<file path="src/rtl/q_maze_pkg.sv">
// Shared types and constants for the 6x6 maze Q-learning exploit agent.
// States are numbered 1..36; 0 and 37..63 are illegal encodings.
package q_maze_pkg;

    localparam int STATE_W   = 6;
    localparam int N_STATES  = 37;
    localparam int N_ACT     = 4;
    localparam int Q_W       = 32;
    localparam int MIN_STATE = 1;
    localparam int MAX_STATE = 36;

    typedef logic [STATE_W-1:0]     state_t;
    typedef logic signed [Q_W-1:0]  q_t;

    // Move encoding: DOWN=+6, RIGHT=+1, UP=-6, LEFT=-1
    typedef enum logic [1:0] {
        ACT_DOWN  = 2'd0,
        ACT_RIGHT = 2'd1,
        ACT_UP    = 2'd2,
        ACT_LEFT  = 2'd3
    } action_e;

    typedef enum logic [2:0] {
        ST_IDLE,
        ST_CHECK,
        ST_SCAN,
        ST_REQ,
        ST_UPDATE,
        ST_FIN
    } agent_state_e;

    // True when s encodes a real maze cell
    function automatic logic state_valid(input state_t s);
        return (s >= state_t'(MIN_STATE)) && (s <= state_t'(MAX_STATE));
    endfunction

endpackage

</file>
<file path="src/rtl/q_argmax_scan.sv">
// Streaming argmax over the Q values of one state. Values arrive one per
// cycle with their action index; a strictly-greater value replaces the
// running best, so ties keep the lowest index seen first.
module q_argmax_scan
    import q_maze_pkg::*;
(
    input  logic    clk,
    input  logic    rst,
    input  logic    clear_i,
    input  logic    valid_i,
    input  action_e idx_i,
    input  q_t      data_i,
    output action_e best_idx_o
);

    logic    have_q;
    q_t      best_val_q;
    action_e best_idx_q;

    // Track the running maximum; the first value of a scan is always taken
    always_ff @(posedge clk) begin
        // NOTE: sequential state uses non-blocking assignments so every
        // register samples pre-edge values regardless of statement order.
        if (rst) begin
            have_q     <= 1'b0;
            best_val_q <= '0;
            best_idx_q <= ACT_DOWN;
        end else if (clear_i) begin
            have_q     <= 1'b0;
            best_val_q <= '0;
            best_idx_q <= ACT_DOWN;
        end else if (valid_i && (!have_q || (data_i > best_val_q))) begin
            have_q     <= 1'b1;
            best_val_q <= data_i;
            best_idx_q <= idx_i;
        end
    end

    assign best_idx_o = best_idx_q;

endmodule

</file>
<file path="src/rtl/q_exploit_agent.sv">
// Greedy-policy exploit agent: for each state, reads the 4 Q entries,
// issues the argmax action to the maze step responder and follows the
// returned state until target, step limit, illegal state or revisit.
// Optional feature macro: Q_EXPLOIT_LOOP_DETECT_EN (visited-state mask).
module q_exploit_agent
    import q_maze_pkg::*;
#(
    parameter int MAX_STEPS = 64,
    parameter int CNT_W     = 8
) (
    input  logic               clk,
    input  logic               rst,
    input  logic               start,
    input  logic [5:0]         start_state,
    input  logic [5:0]         target_state,
    output logic [5:0]         q_rd_state,
    output logic [1:0]         q_rd_act,
    input  logic signed [31:0] q_rd_data,
    output logic               step_req,
    output logic [3:0]         action,
    input  logic               step_ack,
    input  logic [5:0]         next_state,
    output logic [5:0]         cur_state,
    output logic [CNT_W-1:0]   step_count,
    output logic               busy,
    output logic               done_o,
    output logic               reached,
    output logic               timeout,
    output logic               err,
    output logic               loop
);

    agent_state_e     state_q;
    state_t           cur_state_q;
    state_t           target_q;
    state_t           next_q;
    logic [CNT_W-1:0] count_q;
    logic [2:0]       scan_cnt_q;
    logic             step_req_q;
    logic             busy_q;
    logic             done_q;
    logic             reached_q;
    logic             timeout_q;
    logic             err_q;
    logic             loop_q;

    logic             end_err;
    logic             end_reached;
    logic             end_timeout;
    logic             scan_clear;
    logic             scan_valid;
    action_e          scan_idx;
    action_e          best_idx;
    logic             loop_hit;

    // Run-end decisions in CHECK, in priority order err > reached > timeout
    always_comb begin
        // NOTE: every combinational output gets a default first so no path
        // leaves it unassigned and a latch is never inferred.
        end_err     = 1'b0;
        end_reached = 1'b0;
        end_timeout = 1'b0;
        if (!state_valid(cur_state_q)) begin
            end_err = 1'b1;
        end else if (cur_state_q == target_q) begin
            end_reached = 1'b1;
        end else if (count_q == CNT_W'(MAX_STEPS)) begin
            end_timeout = 1'b1;
        end
    end

    // Scan control: address k goes out in scan cycle k, its data returns in
    // cycle k+1, so the scanner consumes data in cycles 1..4
    always_comb begin
        scan_clear = (state_q == ST_SCAN) && (scan_cnt_q == 3'd0);
        scan_valid = (state_q == ST_SCAN) && (scan_cnt_q != 3'd0);
        scan_idx   = action_e'(scan_cnt_q[1:0] - 2'd1);
    end

    q_argmax_scan u_scan (
        .clk        (clk),
        .rst        (rst),
        .clear_i    (scan_clear),
        .valid_i    (scan_valid),
        .idx_i      (scan_idx),
        .data_i     (q_rd_data),
        .best_idx_o (best_idx)
    );

`ifdef Q_EXPLOIT_LOOP_DETECT_EN
    logic [N_STATES-1:0] visited_q;

    // Flag a returned state that this run has already moved into
    always_comb begin
        loop_hit = state_valid(next_state) && visited_q[next_state];
    end

    // Visited mask: cleared on accepted start, marked when a move is applied
    always_ff @(posedge clk) begin
        // NOTE: the mask is a small flop vector, so it is reset explicitly;
        // a RAM-style table would instead be cleared by the start sequence.
        if (rst) begin
            visited_q <= '0;
        end else if ((state_q == ST_IDLE) && start) begin
            visited_q <= '0;
        end else if ((state_q == ST_UPDATE) && state_valid(next_q)) begin
            visited_q[next_q] <= 1'b1;
        end
    end
`else
    assign loop_hit = 1'b0;
`endif

    // Main control FSM with registered outputs
    always_ff @(posedge clk) begin
        if (rst) begin
            state_q     <= ST_IDLE;
            cur_state_q <= '0;
            target_q    <= '0;
            next_q      <= '0;
            count_q     <= '0;
            scan_cnt_q  <= '0;
            step_req_q  <= 1'b0;
            busy_q      <= 1'b0;
            done_q      <= 1'b0;
            reached_q   <= 1'b0;
            timeout_q   <= 1'b0;
            err_q       <= 1'b0;
            loop_q      <= 1'b0;
        end else begin
            done_q <= 1'b0;
            case (state_q)
                ST_IDLE: begin
                    if (start) begin
                        cur_state_q <= start_state;
                        target_q    <= target_state;
                        count_q     <= '0;
                        reached_q   <= 1'b0;
                        timeout_q   <= 1'b0;
                        err_q       <= 1'b0;
                        loop_q      <= 1'b0;
                        busy_q      <= 1'b1;
                        state_q     <= ST_CHECK;
                    end
                end
                ST_CHECK: begin
                    if (end_err || end_reached || end_timeout) begin
                        err_q     <= end_err;
                        reached_q <= end_reached;
                        timeout_q <= end_timeout;
                        busy_q    <= 1'b0;
                        done_q    <= 1'b1;
                        state_q   <= ST_FIN;
                    end else begin
                        scan_cnt_q <= '0;
                        state_q    <= ST_SCAN;
                    end
                end
                ST_SCAN: begin
                    if (scan_cnt_q == 3'd4) begin
                        step_req_q <= 1'b1;
                        state_q    <= ST_REQ;
                    end else begin
                        scan_cnt_q <= scan_cnt_q + 3'd1;
                    end
                end
                ST_REQ: begin
                    if (step_ack) begin
                        step_req_q <= 1'b0;
                        next_q     <= next_state;
                        if (loop_hit) begin
                            loop_q  <= 1'b1;
                            busy_q  <= 1'b0;
                            done_q  <= 1'b1;
                            state_q <= ST_FIN;
                        end else begin
                            state_q <= ST_UPDATE;
                        end
                    end
                end
                ST_UPDATE: begin
                    cur_state_q <= next_q;
                    count_q     <= count_q + CNT_W'(1);
                    state_q     <= ST_CHECK;
                end
                ST_FIN: begin
                    state_q <= ST_IDLE;
                end
                default: begin
                    state_q <= ST_IDLE;
                end
            endcase
        end
    end

    assign q_rd_state = cur_state_q;
    assign q_rd_act   = scan_cnt_q[1:0];
    assign step_req   = step_req_q;
    assign action     = {2'b00, best_idx};
    assign cur_state  = cur_state_q;
    assign step_count = count_q;
    assign busy       = busy_q;
    assign done_o     = done_q;
    assign reached    = reached_q;
    assign timeout    = timeout_q;
    assign err        = err_q;
    assign loop       = loop_q;

endmodule

</file>
<file path="config.mk">
export PLATFORM = sky130hd
export DESIGN_NAME = q_exploit_agent
export DESIGN_NICKNAME = d
export VERILOG_FILES = /design/src/rtl/q_maze_pkg.sv /design/src/rtl/q_argmax_scan.sv /design/src/rtl/q_exploit_agent.sv
export SDC_FILE = /design/constraint.sdc
export NUM_CORES = 1
export LEC_CHECK = 0
export CAP_MARGIN = 20
export CELL_PAD_IN_SITES_DETAIL_PLACEMENT = 1
export CELL_PAD_IN_SITES_GLOBAL_PLACEMENT = 1
export CORE_MARGIN = 2
export CORE_UTILIZATION = 38
export DETAILED_ROUTE_END_ITERATION = 12
export GPL_ROUTABILITY_DRIVEN = 1
export PLACE_DENSITY = 0.84
export SYNTH_ARGS = -nofsm -noshare
export SYNTH_HDL_FRONTEND = slang
export SYNTH_SLANG_ARGS = --single-unit
</file>
<file path="constraint.sdc">
create_clock -name clk -period 2.8 [get_ports clk]
set_input_delay 0.42 -clock clk [delete_from_list [all_inputs] [get_ports clk]]
set_output_delay 0.42 -clock clk [all_outputs]
set_load 0.01 [all_outputs]
</file>
==> results.json <==
{
  "status": "completed",
  "synthArstFlopShare_pct": 0,
  "grt_max_degree": 69,
  "chipWidth_microns": 108,
  "final_cell_mix": "nand2_1, clkdlybuf4s50_1, dfxtp_1",
  "insertedDiodeCount": 0,
  "drive_above_1_share_pct": 7.96,
  "final_core_util_pct": 50.9,
  "place_area_sq_mm": 0.00503,
  "r2r_slack_ps": 290,
  "r2r_start": "u_scan.best_val_q[19]",
  "drv_cap": 0,
  "worstMarginPinSlew_ps": 750,
  "clkTransAtPathRegs_ps": 80,
  "ys_warn_count": 0,
  "syn-instance-count": 495,
  "setup_viol_count_final": 0,
  "setup.worst_path.start_class": "input port",
  "yosys.area.top_type_share_pct": 35.8,
  "synthFlopType": "dfxtp_1",
  "period_needed_ps": 2660,
  "core_area_sq_mm": 0.0104,
  "synth-seq-cells": 73,
  "synth_top_area_cell": "dfxtp_1",
  "total_power_mw": 3.42,
  "tns_ps": 0,
  "min_period_over_period_pct": 94.9,
  "end_kind": "flip-flop",
  "finalWeightedCongestion": 0.793,
  "power.switching_mw": 1.19,
  "crit_fanout": 17,
  "power_frac_comb_pct": 33.0,
  "crit_type": "input port to flip-flop",
  "num_io_pins": 87,
  "placedCellCount": 698,
  "syn_area_per_cell_sq_um": 8.25,
  "power.leakage_nw": 1.92,
  "peakVddDrop_uv": 268,
  "drc": 0,
  "grt_setup_unrepaired": "false",
  "grt_overflow": 0,
  "start_util_pct": 39.4,
  "worst_skew_pair.late_latency_ps": 360,
  "synthesis.area_sq_mm": 0.00409,
  "vias": 3637,
  "cts_tree": "done",
  "powerDensity_mw_per_mm2": 647,
  "rr_endpoint": "u_scan.best_val_q[20]",
  "syn_to_final_growth_pct": 29.2,
  "grt_pass1_vias": 3981,
  "slew_headroom_pct": 49.8,
  "grt_antenna_before_repair": 0,
  "crit_arrival_ps": 2930,
  "numPortBuffers": 83,
  "drtPass1Iterations": 5,
  "clock-sinks": 73,
  "via_per_inst": 5.09,
  "maxSlewViolCount": 0,
  "ys_seq_area_share_pct": 35.8,
  "min_to": "u_scan.best_val_q[9]",
  "r2r_cells": 10,
  "power_frac_seq_pct": 37.0,
  "rows": 37,
  "clockPowerShare_pct": 30.0,
  "mostFrequentLayoutCell": "nand2_1",
  "p_int_mw": 2.23,
  "grt_use_total_pct": 20.3,
  "dieArea_sq_mm": 0.0116,
  "layout.cell_area.non_filler_sq_mm": 0.00528,
  "min_from": "u_scan.best_val_q[9]",
  "worstPathRequired_ps": 3070,
  "wire_per_inst_microns": 15.5,
  "holdPathStages": 2,
  "hold_viol": 0,
  "final_nets": 663,
  "drt_iter0_drc": 86,
  "htree_levels": 3,
  "clock_skew_ps": 10.5,
  "synth.distinct_cells": 53,
  "stdcell_count": 714,
  "fp.dieH_microns": 108,
  "cts_hold_buffers": 0,
  "post_cts.repair.setup_buffers": 0,
  "synth.area.top_cells": "dfxtp_1, ha_1, nand2_1",
  "p_sw_share_pct": 34.8,
  "cts_buffer_depth": 2,
  "dp_hpwl_microns": 8290,
  "root_buffer": "clkbuf_8",
  "cts.repair.resized": 0,
  "finalWirelength_microns": 11000,
  "final_antenna_net_count": 0,
  "synth_edf_count": 0,
  "fmax_mhz": 377,
  "hold_class": "flip-flop to flip-flop",
  "cts_buffers": 9,
  "grt_pass1_wl_microns": 18700
}
==> cell families after synthesis <==
family	after synthesis	share of synthesized area, %
other cells	1	0.0918
simple gates	191	21.5
flops	73	35.8
buf+inv	71	8.79
fa+ha+maj	36	11.0
mux	35	8.64
compound gates	81	12.7
xor+xnor	7	1.50
==> power by group through the flow <==
stage / sequential (mW) / clock [mW] / combinational, mW
after floorplan: 1.26 / 0 / 0.722
after global placement: 1.27 / 0 / 1.06
after detailed placement: 1.28 / 0 / 1.12
after CTS: 1.26 / 1.04 / 1.13
after global routing: 1.28 / 1.09 / 1.25
final: 1.26 / 1.03 / 1.13
==> critical path: stages <==
cell             delay [ps]
clkdlybuf4s50_1         430
ha_1                    340
a21oi_2                 160
o21a_1                  160
o21ai_1                  80
a2111o_1                460
or3_4                   370
nand3_4                 100
buf_12                  180
mux2i_1                 220
==> cell usage after synthesis, drive strengths merged (3+ instances only) <==
cell	instances
and2	5
nand4	8
nand3	12
xnor2	5
mux2i	33
ha	36
inv	40
o211ai	3
o21ai	7
dfxtp	73
nor3	8
nor2	29
a22oi	8
nor2b	3
a21oi	45
nand2	113
nor4	4
clkbuf	15
buf	16
o21a	4
==> layout make-up <==
cell class / instances / area [sq um]
clock buffers: 9 / 124
fillers: 1281 / 5090
repair buffers: 96 / 966
inverters: 40 / 150
well taps: 136 / 170
flip-flops and latches: 73 / 1460
clock inverters: 7 / 119
multi-input cells: 353 / 2290
==> through the flow <==
step | hold WS, ps | setup WS, ps
4_1_cts | 468 | 140
2_1_floorplan | 435 | 473
3_3_place_gp | 442 | -68.1
3_5_place_dp | 457 | -182
5_1_grt | 483 | 54.8
6_report | 465 | 144
==> flip-flops by register name (all words and copies together), names as in the netlist, 2 cells and up <==
signal and count:
target_q 6, u_scan.best_idx_o 2, next_q 6, step_count 8
scan_cnt_q 3, cur_state 6, state_q 3, u_scan.best_val_q 32
==> metal layers <==
metal	vias to the layer above	GRT usage [%]	routed length, microns
li1	1814	-	-
met1	1751	23.6	4710
met2	57	37.7	5840
met3	15	2.91	298
met4	0	7.05	187
met5	-	0	0
==> how the worst max path moves through the flow <==
stage,start,to,cells past startpoint
2_1_floorplan,q_rd_data[23],u_scan.best_idx_o[1],9
3_3_place_gp,q_rd_data[17],u_scan.best_idx_o[1],10
3_5_place_dp,q_rd_data[19],u_scan.best_val_q[18],10
4_1_cts,q_rd_data[17],u_scan.best_val_q[22],10
5_1_grt,q_rd_data[17],u_scan.best_val_q[10],10
6_report,q_rd_data[17],u_scan.best_val_q[20],10
(Power assumes the default switching activity.)
